`config.mk`:
```
export PLATFORM = sky130hd
export DESIGN_NAME = comma_aligner_10b
export DESIGN_NICKNAME = d
export VERILOG_FILES = /design/src/rtl/enc8b10b_pkg.sv /design/src/rtl/comma_detect.sv /design/src/rtl/comma_aligner_10b.sv
export SDC_FILE = /design/constraint.sdc
export NUM_CORES = 1
export LEC_CHECK = 0
export BUFFER_PORTS_ARGS = -buffer_cell sky130_fd_sc_hd__buf_2
export CAP_MARGIN = 30
export CORE_ASPECT_RATIO = 0.8
export CORE_UTILIZATION = 48
export CTS_BUF_LIST = sky130_fd_sc_hd__clkbuf_8
export DETAILED_ROUTE_END_ITERATION = 16
export MAX_ROUTING_LAYER = met4
export PLACE_DENSITY = 0.79
export SLEW_MARGIN = 0
export SYNTH_ARGS = -nofsm -noshare
export SYNTH_HDL_FRONTEND = slang
export SYNTH_HIERARCHICAL = 1
export SYNTH_SLANG_ARGS = --single-unit
```
`constraint.sdc`:
```
create_clock -name clk -period 2.39 [get_ports clk]
set_input_delay 0.239 -clock clk [delete_from_list [all_inputs] [get_ports clk]]
set_output_delay 0.239 -clock clk [all_outputs]
set_load 0.02 [all_outputs]
```
`src/rtl/enc8b10b_pkg.sv`:
```
// Shared 8b/10b line-code constants and the receive aligner state encoding.
package enc8b10b_pkg;

    localparam logic [9:0] K28_5_RDN = 10'b0011111010;
    localparam logic [9:0] K28_5_RDP = 10'b1100000101;

    localparam logic [6:0] COMMA_PFX_RDN = 7'b0011111;
    localparam logic [6:0] COMMA_PFX_RDP = 7'b1100000;

    typedef enum logic [1:0] {
        ST_HUNT   = 2'd0,
        ST_SYNC   = 2'd1,
        ST_LOCKED = 2'd2
    } align_state_t;

endpackage

```
`src/rtl/comma_detect.sv`:
```
// Flags a K28.5-class comma in a 10-bit window; bit 9 is the earliest line bit.
module comma_detect
    import enc8b10b_pkg::*;
(
    input  logic [9:0] window,
    output logic       match
);

    // Only the 7-bit singular prefix identifies the comma; the tail is disparity data.
    logic unused_tail;

    assign unused_tail = ^window[2:0];
    assign match       = (window[9:3] == COMMA_PFX_RDN) || (window[9:3] == COMMA_PFX_RDP);

endmodule

```
`src/rtl/comma_aligner_10b.sv`:
```
// Serial-to-10b word aligner: hunts for K28.5 commas, emits aligned code groups, tracks lock.
//
// state     | meaning
// ST_HUNT   | no alignment; any comma sets the word boundary
// ST_SYNC   | boundary chosen, counting consecutive aligned commas toward lock
// ST_LOCKED | boundary fixed; off-boundary commas counted toward loss of lock
module comma_aligner_10b
    import enc8b10b_pkg::*;
#(
    parameter int LOCK_COUNT = 4,
    parameter int LOSS_COUNT = 4
) (
    input  logic       clk,
    input  logic       reset,
    input  logic       bit_in,
    input  logic       bit_valid,
    output logic [9:0] word_out,
    output logic       word_valid,
    output logic       comma_det,
    output logic       locked
);

    localparam int CW = $clog2(LOCK_COUNT + 1);
    localparam int EW = $clog2(LOSS_COUNT + 1);
    localparam logic [CW-1:0] LOCK_TC = CW'(LOCK_COUNT);
    localparam logic [EW-1:0] LOSS_TC = EW'(LOSS_COUNT);

    logic [9:0]    sr;
    logic [9:0]    sr_next;
    logic [3:0]    cnt;
    logic [3:0]    cnt_d;
    logic [CW-1:0] comma_cnt;
    logic [CW-1:0] comma_d;
    logic [CW-1:0] comma_inc;
    logic [EW-1:0] err_cnt;
    logic [EW-1:0] err_d;
    logic [EW-1:0] err_inc;
    align_state_t  state;
    align_state_t  state_d;
    logic          match;
    logic          comma_hit;
    logic          boundary;
    logic          emit;
    logic          emit_comma;
    logic          locked_d;

    assign sr_next   = {sr[8:0], bit_in};
    assign comma_hit = bit_valid & match;
    assign boundary  = bit_valid & (cnt == 4'd9);
    assign comma_inc = comma_cnt + 1'b1;
    assign err_inc   = err_cnt + 1'b1;

    comma_detect u_comma_detect (
        .window (sr_next),
        .match  (match)
    );

    always_comb begin
        state_d    = state;
        comma_d    = comma_cnt;
        err_d      = err_cnt;
        locked_d   = locked;
        emit       = 1'b0;
        emit_comma = 1'b0;
        cnt_d      = cnt;
        if (bit_valid) begin
            cnt_d = (cnt == 4'd9) ? 4'd0 : cnt + 4'd1;
        end

        case (state)
            ST_HUNT: begin
                if (comma_hit) begin
                    emit       = 1'b1;
                    emit_comma = 1'b1;
                    cnt_d      = 4'd0;
                    comma_d    = CW'(1);
                    if (LOCK_COUNT == 1) begin
                        state_d  = ST_LOCKED;
                        locked_d = 1'b1;
                    end else begin
                        state_d = ST_SYNC;
                    end
                end
            end
            ST_SYNC: begin
                // A comma landing on the boundary counts as aligned, never as a realign.
                if (boundary) begin
                    emit       = 1'b1;
                    emit_comma = match;
                    if (match) begin
                        comma_d = comma_inc;
                        if (comma_inc == LOCK_TC) begin
                            state_d  = ST_LOCKED;
                            locked_d = 1'b1;
                        end
                    end
                end else if (comma_hit) begin
                    emit       = 1'b1;
                    emit_comma = 1'b1;
                    cnt_d      = 4'd0;
                    comma_d    = CW'(1);
                end
            end
            ST_LOCKED: begin
                if (boundary) begin
                    emit       = 1'b1;
                    emit_comma = match;
                    if (match) begin
                        err_d = '0;
                    end
                end else if (comma_hit) begin
                    if (err_inc == LOSS_TC) begin
                        state_d  = ST_HUNT;
                        locked_d = 1'b0;
                        err_d    = '0;
                        comma_d  = '0;
                    end else begin
                        err_d = err_inc;
                    end
                end
            end
            default: begin
                state_d  = ST_HUNT;
                locked_d = 1'b0;
                comma_d  = '0;
                err_d    = '0;
            end
        endcase
    end

    always_ff @(posedge clk or negedge reset) begin
        if (!reset) begin
            sr         <= '0;
            cnt        <= '0;
            state      <= ST_HUNT;
            comma_cnt  <= '0;
            err_cnt    <= '0;
            word_out   <= '0;
            word_valid <= 1'b0;
            comma_det  <= 1'b0;
            locked     <= 1'b0;
        end else begin
            if (bit_valid) begin
                sr <= sr_next;
            end
            cnt        <= cnt_d;
            state      <= state_d;
            comma_cnt  <= comma_d;
            err_cnt    <= err_d;
            locked     <= locked_d;
            word_valid <= emit;
            comma_det  <= emit & emit_comma;
            if (emit) begin
                word_out <= sr_next;
            end
        end
    end

endmodule

```
Yosys cells after proc, flatten, opt, wreduce, memory -nomap -nowiden

Index checks and enable logic that the tools add are counted.

Register bits after elaboration: 34
Bits in latches: 0
Memory bits (writable): 0
Bits in read-only memories: 0
Input bits: 4
Output and inout port bits: 13
Word-level logic and storage cells: 80
Memories kept: 0

Add/sub/neg operators: 3
$mul: 0
Divide/modulo/power cells: 0
Magnitude comparators: 0
Equal/unequal tests: 17
Shifts and indexed selects: 0
Multiplexer cells: 39
Bitwise operators: 5
Reductions and logical operators: 7

Operators with widths:

| operator                                                         | number |
|---|---|
| 3-bit 2-to-1 mux                                                 | 10 |
| 4-bit 2-to-1 mux                                                 | 4 |
| 2-bit 2-to-1 mux                                                 | 7 |
| 2-bit != test (second input constant)                            | 7 |
| 7-bit AND reduction                                              | 2 |
| 1-bit 2-to-1 mux                                                 | 11 |
| 3-bit != test (second input constant)                            | 3 |
| 1-bit case mux with 3 select lines                               | 3 |
| 3-bit case mux with 3 select lines                               | 1 |
| 4-bit case mux with 2 select lines                               | 1 |
| 7-bit by 5-bit == test with 1-bit output (second input constant) | 1 |
| 7-bit == test (second input constant)                            | 1 |
| 3-bit by 1-bit adder with 3-bit output (second input constant)   | 2 |
| 3-bit == test (second input constant)                            | 2 |
| 2-bit case mux with 3 select lines                               | 1 |
| 3-bit case mux with 2 select lines                               | 1 |
| 4-bit by 1-bit adder with 4-bit output (second input constant)   | 1 |
| 4-bit == test (second input constant)                            | 1 |
| 4-bit AND reduction                                              | 1 |
| 1-bit AND                                                        | 3 |
| 3-bit AND reduction                                              | 1 |
| 2-bit by 1-bit == test with 1-bit output (second input constant) | 1 |
| 2-bit == test (second input constant)                            | 1 |
| 2-bit logical NOT                                                | 1 |
| 3 further kinds                                                  | 4 |

Logic depth before layout (Yosys ltp)

Word-level depth: 7
Depth in mapped cells: 8
Gate-level depth less buffers: 7

Hierarchy

The synthesis kept the hierarchy.

By module, submodules not included:

| module            | times used | cells an instance | area an instance (um^2) | seq. area each (um^2) |
|---|---|---|---|---|
| comma_aligner_10b | 1          | 127               | 1,624.1                 | 850.8 |
| comma_detect      | 1          | 6                 | 43.8                    | 0.0 |

Least setup slack after synthesis

Ideal clock, no wire load.

Kind: flip-flop to flip-flop
Start: register sr[8]
End: register word_out[0]
Library setup time: 0.125 ns
Arrival: 1.964 ns
Data required time: 2.265 ns
Path slack: 0.301 ns
Stages on the path, launching flop included: 8
Buffers on the path: 1
Period minus slack after synthesis: 2.089 ns
Path through: dfrtp_1 > nand4b_1 > o31ai_1 > and2_1 > a21oi_4 > o22ai_2 > buf_6 > mux2_4

Longest elaborated chain between the ends: 6
Elaborated cells on any way between the ends: 7
Those cells by class: 2 x eq/ne; 3 x mux; 1 x bitwise; 1 x reduce/logical

Ends and longest elaborated chain:

| element                                                                          | line                                             | source |
|---|---|---|
| from (decl)                                                                      | comma_aligner_10b.sv:28                          | `logic [9:0] sr;` |
| from (signal assigned)                                                           | comma_aligner_10b.sv:144                         | `sr <= sr_next;` |
| 7-bit by 5-bit == test with 1-bit output / 7-bit == test (equally long branches) | comma_detect.sv:13                               | `assign match = (window[9:3] == COMMA_PFX_RDN) \|\| (window[9:3] == COMMA_PFX_RDP);` |
| 1-bit logical OR (*)                                                             | comma_detect.sv:13                               |  |
| net match                                                                        | comma_aligner_10b.sv:40                          | `logic match;` |
| 1-bit AND (*)                                                                    | comma_aligner_10b.sv:48                          | `assign comma_hit = bit_valid & match;` |
| 1-bit 2-to-1 mux (*)                                                             | comma_aligner_10b.sv:72, comma_aligner_10b.sv:97 |  |
| 1-bit 2-to-1 mux                                                                 | comma_aligner_10b.sv:87                          | `if (boundary) begin` |
| 1-bit case mux with 3 select lines (*)                                           | comma_aligner_10b.sv:70                          | `case (state)` |
| net emit                                                                         | comma_aligner_10b.sv:43                          | `logic emit;` |
| to (signal assigned)                                                             | comma_aligner_10b.sv:154                         | `word_out <= sr_next;` |
| to (decl)                                                                        | comma_aligner_10b.sv:17                          | `output logic [9:0] word_out,` |

The timed path passes the listed nets; every way through them passes the cells marked *.
A chain may end at the register's enable or synchronous reset.

Worst setup path in the final report

Start: register sr[5]
End: register word_out[7]

Longest elaborated chain between the ends: 6
Elaborated cells on any way between the ends: 7
Those cells by class: 2 x eq/ne; 3 x mux; 1 x bitwise; 1 x reduce/logical

Ends and longest elaborated chain:

| element                                                                          | line |
|---|---|
| 7-bit by 5-bit == test with 1-bit output / 7-bit == test (equally long branches) | comma_detect.sv:13 |
| 1-bit logical OR (*)                                                             | comma_detect.sv:13 |
| net match                                                                        | comma_aligner_10b.sv:40 |
| 1-bit AND (*)                                                                    | comma_aligner_10b.sv:48 |
| 1-bit 2-to-1 mux (*)                                                             | comma_aligner_10b.sv:72, comma_aligner_10b.sv:97 |
| 1-bit 2-to-1 mux                                                                 | comma_aligner_10b.sv:87 |
| 1-bit case mux with 3 select lines (*)                                           | comma_aligner_10b.sv:70 |

Marks and branches as above.

==> results.yml <==
global_route:
  antenna_found_initial: 0
  grt_first_pass_wirelength_mm: 4.96
  global_route.usage.total: 0.199
  grt_max_degree: 35
  grt_pass1_vias: 988
  globalRoute.totalOverflow: 0
floorplan:
  fp.dieW_um: 67.9
  rows: 18
  placeableCoreArea_mm2: 0.00320
  initial_core_util: 0.522
  pin_count: 17
  die_h_um: 54.7
  floorplan.die_area_mm2: 0.00372
sta:
  slew_viol_final: 0
  clock-skew-final_ns: 0.00645
  final_hold_viol_count: 0
  rsz_0062_raised_after_global_routing: "false"
  tightestPinTransition_ns: 0.743
  worst_case_headroom_to_the_max_slew_limit: 0.504
  final.period_utilization: 0.877
  finalHoldWorstSlack_ns: 0.0154
  maxClockFrequency_mhz: 477
  finalSetupTns_ns: 0
  min_tclk_post_route_ns: 2.10
  timing.final.setup_violations: 0
final_layout:
  final_net_count: 163
  antenna_cells: 0
  drive_above_1_share: 0.322
  multiInputGateArea_um2: 763
  area_growth_syn_to_layout_pct: 11.6
  fillerInstances: 262
  layout.cells.non_filler: 192
  sequential_cell_area_um2: 851
placed_design:
  dpl.hpwl_mm: 2.06
  finalWeightedCongestion: 0.874
  port-buffer-count: 16
  dp_cells: 186
detailed_routing:
  overall_via_count_from_detail_route: 1084
  detail-route-antenna-nets: 0
  routedWlPerCell_um: 15.4
  post_detailed_routing_wire_length_mm: 2.96
  detail_route.vias_per_cell: 5.65
  first_pass_iters: 4
  detail_route.drc_violations: 0
  detailed_route_iter0_violations: 78
power:
  internal_power_mw: 1.20
  clock_share_of_power: 0.233
  seq_power_share: 0.491
  power_per_cell_area_mw_per_mm2: 961
  vdd.ir_drop.worst_uv: 647
  finalPower_mw: 1.79
  p_leak_nw: 0.877
  power_frac_comb: 0.275
  power.switching_fraction: 0.332
  power.switching_uw: 594
clock_tree:
  clk_latency_ns: 0.29
  buffer_levels_on_the_longest_clock_path: 2
  cts_tree: "built"
  cts.hold.buffers_added: 0
  post_cts_resize_count: 0
  postCtsSetupRepairBufs: 0
  cts_clock_pin_slew_for_the_worst_setup_and_hold_paths_ns: 0.07
  cts.sinks: 34
  cts_buffers: 5
  ctsHtreeMaxLevel: 2
  clock_tree.root_cell: "clkbuf_8"
synthesis:
  ys_warn_count: 6
  yosys.area.top_type_share: 0.510
  post-synth-top-count-cell: "dfrtp_1"
  synth.cells.most_frequent: "34 x dfrtp_1, 10 x mux2_2, 9 x mux2_4, 9 x nand2_1, 8 x nor2_1"
  synth_edf_count: 0
  synthFlopType: "dfrtp_1"
  postSynthCellCount: 133
  seq_area_frac_synth: 0.510
  yosys.area.top_type: "dfrtp_1"
  synth.area.top_cells: "dfrtp_1 51%, mux2_4 8.1%, mux2_2 6.8%"
  postSynthRegisterBits: 34
  mappedNetlistArea_mm2: 0.00167
  mappedNetlistNets: 143
  synth.avg_cell_area_um2: 12.5
  synth.distinct_cells: 41
  post_synth_arst_share: 1.00
worst_setup_path:
  cp-start-kind: "register"
  crit_path_max_fanout: 11
  cp_cell_sequence: "nor4b_2, nand3_1, o31ai_1, and2_1, a21oi_4, o22ai_2, buf_4, mux2_2"
  critical_path_cell_count: 8
  setup.reg_to_reg.worst_slack_ns: 0.29
  cp_top_family: "simple AND/OR/NAND/NOR gates"
  worst_path_bufs_invs: 1
  worstPathArrival_ns: 2.27
  ff2ff_path_depth: 8
  cp-end-kind: "register"
  cp.required_ns: 2.57
  critPathSlowestCell: "dfrtp_1"
  timing_worst_setup_path_type: "register to register"
  max_stage_delay_ns: 0.43
min_path:
  hold_path_class: "input pin to asynchronous set/reset pin"
run_status:
  outcome: "finished, final reports clean"
flow_run:
  cap_violations: 0
## sequential cells by signal, summed over array words and instances (netlist names)
signal	count
cnt	4
sr	9
word_out	10
state	2
err_cnt	3
comma_det	1
word_valid	1
locked	1
comma_cnt	3
## placed cells by master (no fill, tap or decap), types with 3 or more instances in the layout
cell	instances
dfrtp_1	34
o2bb2ai_1	3
o21ai_0	5
mux2_4	9
mux2_2	10
nand2_1	9
xor2_1	3
clkbuf_8	6
nor2_1	8
ha_1	6
buf_2	16
inv_1	5
## kinds of logic (layout without fill, tap and decap cells)
logic type,count (synthesis),in the layout,synth area share
AO/OA/AOI/OAI,22,22,0.102
XOR/XNOR,5,5,0.0263
adder cells (fa/ha/maj),6,6,0.0450
buffers and inverters,10,29,0.0323
flip-flops,34,34,0.510
multiplexers,21,21,0.161
AND/OR/NAND/NOR,35,35,0.124
## worst reg2reg max path, stage by stage, from the launching register on
cell and delay [ns]:
dfrtp_1 0.43, nor4b_2 0.26, nand3_1 0.10, o31ai_1 0.09, and2_1 0.30, a21oi_4 0.07
o22ai_2 0.12, buf_4 0.25, mux2_2 0.36
## power by group through the flow
stage                     combinational [mW]  sequential (mW)  clock (mW)
after floorplan                        0.332            0.897           0
after global placement                 0.478            0.866           0
after detailed placement               0.495            0.886           0
after CTS                              0.498            0.876       0.421
after global routing                   0.541            0.904       0.453
final                                  0.492            0.879       0.418
## metal layers
layer | GRT usage | wire length (um) | up-vias
met5 | - | 0 | -
met4 | 0.0938 | 48 | 0
met3 | 0.0438 | 111 | 6
met2 | 0.299 | 1340 | 25
met1 | 0.256 | 1460 | 535
li1 | - | - | 518
## metrics by stage
step	setup WS (ns)	cell area, um2	util
after global routing	0.139	1860	0.582
after CTS	0.286	1860	0.582
final	0.294	1860	0.582
after floorplan	0.301	1670	-
after detailed placement	0.290	1780	0.556
after global placement	0.357	1780	0.556
## worst paths after layout
check                       startpoint     endpoint
setup / recovery                 sr[5]  word_out[7]
hold / removal                   reset        sr[7]
setup reg to reg                 sr[5]  word_out[7]
hold reg to reg            word_out[8]  word_out[8]
max in group asynchronous        reset   err_cnt[2]
min in group clk                bit_in        sr[0]
## area by class of cell
class / count / share of cell area
sequential: 34 / 0.457
multi-input combinational: 89 / 0.410
timing repair buffer: 18 / 0.0511
clock buffer: 6 / 0.0444
tap: 40 / 0.0269
inverter: 5 / 0.0101
(Power assumes the default switching activity.)
